### src/rtl/fifo_scheduler.sv
// ============================================================================
// fifo_scheduler : round-robin push arbiter and pop sequencer for a shared FIFO
// Revision 1.0 : initial release
// ============================================================================
`default_nettype none

module fifo_scheduler #(
   parameter int NREQ = 4,
   parameter int DW   = 8
) (
   input  logic                 clk,
   input  logic                 reset,
   input  logic [NREQ-1:0]      req,
   input  logic [NREQ*DW-1:0]   req_data,
   output logic [NREQ-1:0]      req_ack,
   input  logic                 fifo_full,
   input  logic                 fifo_empty,
   output logic                 fifo_push,
   output logic [DW-1:0]        fifo_din,
   output logic                 fifo_pop,
   input  logic [DW-1:0]        fifo_dout,
   output logic                 out_valid,
   output logic [DW-1:0]        out_data,
   input  logic                 out_ready
);

   localparam int             PW        = $clog2(NREQ);
   localparam logic [PW-1:0]  LAST_INIT = PW'(NREQ - 1);

   typedef enum logic [1:0] {
      S_IDLE = 2'd0,
      S_POP  = 2'd1,
      S_HOLD = 2'd2
   } pop_state_t;

   pop_state_t       state, state_nxt;
   logic             pop_nxt, valid_nxt, capture;
   logic [PW-1:0]    last, winner, idx;
   logic [NREQ-1:0]  eligible;
   logic             found, grant;
   logic [DW-1:0]    sel_data;

   always_comb begin
      state_nxt = state;
      pop_nxt   = 1'b0;
      valid_nxt = out_valid;
      capture   = 1'b0;
      case (state)
         S_IDLE: begin
            if (!fifo_empty) begin
               pop_nxt   = 1'b1;
               state_nxt = S_POP;
            end
         end
         // fifo_dout was refreshed by the pop on the intervening negedge
         S_POP: begin
            capture   = 1'b1;
            valid_nxt = 1'b1;
            state_nxt = S_HOLD;
         end
         S_HOLD: begin
            if (out_ready) begin
               valid_nxt = 1'b0;
               if (!fifo_empty) begin
                  pop_nxt   = 1'b1;
                  state_nxt = S_POP;
               end else begin
                  state_nxt = S_IDLE;
               end
            end
         end
         default: begin
            valid_nxt = 1'b0;
            state_nxt = S_IDLE;
         end
      endcase
   end

   // The requester acked last cycle still shows its old word, so mask it.
   always_comb begin
      eligible = req & ~req_ack;
      found    = 1'b0;
      winner   = last;
      idx      = last;
      for (int off = 1; off <= NREQ; off++) begin
         idx = PW'((int'(last) + off) % NREQ);
         if (!found && eligible[idx]) begin
            found  = 1'b1;
            winner = idx;
         end
      end
      grant    = found & ~fifo_full & ~pop_nxt;
      sel_data = req_data[int'(winner)*DW +: DW];
   end

   always_ff @(posedge clk or negedge reset) begin
      if (!reset) begin
         state     <= S_IDLE;
         fifo_pop  <= 1'b0;
         out_valid <= 1'b0;
         out_data  <= '0;
         fifo_push <= 1'b0;
         fifo_din  <= '0;
         req_ack   <= '0;
         last      <= LAST_INIT;
      end else begin
         state     <= state_nxt;
         fifo_pop  <= pop_nxt;
         out_valid <= valid_nxt;
         if (capture) begin
            out_data <= fifo_dout;
         end
         fifo_push <= grant;
         req_ack   <= grant ? (NREQ'(1) << winner) : '0;
         if (grant) begin
            fifo_din <= sel_data;
            last     <= winner;
         end
      end
   end

endmodule

`default_nettype wire

### config.mk
export PLATFORM = sky130hd
export DESIGN_NAME = fifo_scheduler
export DESIGN_NICKNAME = d
export VERILOG_FILES = /design/src/rtl/fifo_scheduler.sv
export SDC_FILE = /design/constraint.sdc
export NUM_CORES = 1
export LEC_CHECK = 0
export CORE_UTILIZATION = 37
export CTS_CLUSTER_SIZE = 12
export DETAILED_ROUTE_END_ITERATION = 6
export PLACE_DENSITY = 0.87
export SLEW_MARGIN = 20
export SYNTH_ARGS = -nofsm -noshare
export SYNTH_HDL_FRONTEND = slang
export SYNTH_SLANG_ARGS = --single-unit
### constraint.sdc
create_clock -name clk -period 2.1 [get_ports clk]
set_clock_uncertainty 0.2 [all_clocks]
set_input_delay 0.42 -clock clk [delete_from_list [all_inputs] [get_ports clk]]
set_output_delay 0.42 -clock clk [all_outputs]
set_load 0.1 [all_outputs]
==> run_results.csv <==
group,metric,value,unit
outcome,status,"finished, violations left",
outcome,violations,"negative setup slack",
global_routing,grt_pass1_vias,1525,
power,power_density,1720,nW/um2
global_routing,track_usage,22.3,%
timing,fin_hold_ws,324,ps
timing,worst_pin_slew,728,ps
placed_design,gp_congestion,0.860,
routing,vias,1580,
timing,hold_viol,0,
routing,drt_wl_total,5270,um
global_routing,grt_max_degree,28,
cts,clk_latency,270,ps
yosys,synthArstFlopShare,100,%
cells_and_area,fillers,222,
global_routing,gr-total-overflow,0,
worst_setup_path,cp_data_arrival_time,2240,ps
yosys,synthTopCellsByCount,"25 x dfrtp_1, 18 x a211oi_1, 17 x inv_1",
placed_design,dp_slack,-420,ps
yosys,synth_top_area_cell,"dfrtp_1",
cells_and_area,area_delta_synth_final,98.2,%
cts,cts.sinks,27,
timing,setup_viol,9,
placed_design,hpwl,3410,um
cells_and_area,drive_above_1_share,38.2,%
yosys,synth-main-ff-cell,"dfrtp_1",
cells_and_area,nets,283,
yosys,yosys.cell_types.count,32,
timing,finalMaxSlewViolations,0,
floorplan,pin_count,72,
cts,clkTransAtPathRegs,90,ps
yosys,syn_area_per_cell,10.3,um2
cts,cts_tree,"built",
cells_and_area,regArea,693,um2
floorplan,chipHeight,65.6,um
worst_hold_path,hp-class,"in -> async",
floorplan,core,3770,um2
power,leakage,1.27,nW
yosys,synth-edff-count,0,
flow_run,drv_cap,0,
worst_setup_path,cp-end-kind,"register",
timing,period_share,109,%
yosys,ys_seq_elements,27,
routing,drt_iter0_drc,57,
worst_setup_path,crit_type,"in -> reg",
cells_and_area,multi_input_comb_area,940,um2
yosys,syn_inst,145,
cts,clock-root-buffer,"clkbuf_8",
floorplan,num_rows,22,
yosys,syn_area,1500,um2
cells_and_area,num_antenna_cells,0,
routing,avgViaCountPerCell,5.62,
floorplan,start_util,39.6,%
timing,min_period,2290,ps
cts,clockBufferDepth,2,
worst_setup_path,crit_path_start_kind,"input pin",
worst_setup_path,crit_fanout,10,
timing,setup_ws,-193,ps
routing,drtAntennaViolNets,0,
floorplan,dieArea,4300,um2
worst_setup_path,crit_required,2050,ps
placed_design,portBuffers,71,
yosys,yosys_warnings,0,
routing,first_pass_iters,4,
floorplan,fp.dieW,65.6,um
global_routing,grt_pass1_wl,7150,um
timing,rsz0062_at_grt,"true",
power,ir_drop,1.05,mV
cts,cts_buffers,3,
yosys,synthTopCellsByArea,"dfrtp_1 42%, a211oi_1 9.0%, mux2_1 6.0%, a221oi_1 4.7%, inv_1 4.3%",
cts,cts_max_level,1,
yosys,ys_seq_area_share,45.4,%
timing,max_freq,436,MHz
cells_and_area,fin_cells,281,
yosys,synth_top_area_share,41.8,%
placed_design,dp_cells,270,
routing,drc,0,
global_routing,antenna_found_initial,0,
yosys,yosysMostFrequentCell,"dfrtp_1",
routing,wl_per_cell,18.7,um
yosys,syn_nets,194,
timing,relSlewSlack,51.3,%
[placed cells by master (no fill, tap or decap), types with 3 or more instances in the layout]
cell             instances
a2111oi_4                4
a211oi_1                11
a211oi_2                 4
a211oi_4                 3
a221oi_1                 4
a221oi_2                 3
buf_12                  23
buf_4                   17
buf_6                    4
clkbuf_8                 3
clkdlybuf4s50_1         45
dfrtp_1                 21
dfrtp_4                  4
dlymetal6s2s_1           3
inv_1                   17
mux2_1                   8
nand2_1                 11
nor2b_4                  3
o31ai_1                  7
[metrics by stage]
step	setup TNS [ps]	total power (W)	util, %	area [um2]
after detailed placement	-4180	0.00414	68.7	2590
after floorplan	-46.5	0.00293	-	1530
after global placement	-3140	0.00408	68.7	2590
after CTS	-215	0.00462	72.5	2730
final	-894	0.00510	78.6	2960
after global routing	-1440	0.00528	78.6	2960
[where the power goes]
group          switching, W  internal, W  leakage [nW]  total, W
clock              0.000162     0.000133        0.0255  0.000295
sequential         0.000269     0.000744         0.322   0.00101
combinational       0.00227      0.00152         0.920   0.00379
[path summary, 6_finish.rpt]
check | startpoint | to | slack [ps] | depth (start not counted)
max | req[0] | fifo_din[0]$_DFFE_PN0P_ | -190 | 7
min | reset | out_data[5]$_DFFE_PN0P_ | 320 | 2
max reg2reg | last[0]$_DFFE_PN1P_ | fifo_din[4]$_DFFE_PN0P_ | -120 | 7
min reg2reg | out_valid$_DFFE_PN0P_ | out_valid$_DFFE_PN0P_ | 350 | 1
max in group asynchronous | reset | last[1]$_DFFE_PN1P_ | 1070 | 2
min in group clk | out_valid$_DFFE_PN0P_ | out_valid$_DFFE_PN0P_ | 350 | 1
[sequential cells by signal, indices dropped and copies added, names as in the netlist]
register,cells
out_data,8
fifo_pop,1
req_ack,4
out_valid,1
last,2
fifo_push,1
fifo_din,8
state,2
[cell families (layout without fill, tap and decap cells)]
logic type             count (synthesis)  after routing  share of synthesized area (%)
AOI/OAI and AO/OA                     52             52                           28.9
buffers and inverters                 29            117                           8.79
DFF                                   27             27                           45.4
muxes                                 11             11                           8.20
and+or+nand+nor                       26             26                           8.79
[worst max-delay path: stages]
cell and delay [ps]:
clkdlybuf4s50_1 460, nor2b_4 220, o22ai_4 120, a21o_1 210
buf_6 160, a2111oi_1 510, o31ai_1 120
[final cells by class]
type	instances	area share (%)
clock buffers	3	1.39
clock inverters	1	0.169
flip-flops and latches	27	23.4
multi-input cells	89	31.7
inverters	19	2.49
well taps	48	2.03
repair buffers	94	38.8
[layer usage]
metal	wire, um	global-route usage, %
met2	2910	41.6
met1	2000	25.2
met4	189	10.1
met5	0	0
met3	168	2.43
[timing repair]
item,4_1_cts,5_1_grt
cloned,0,1
setup endpoints to repair,10,11
setup buffers,0,6
hold buffers,0,0
pin swaps,3,10
gates resized for setup,17,29
Note: power is estimated with default switching activity, not from simulation.
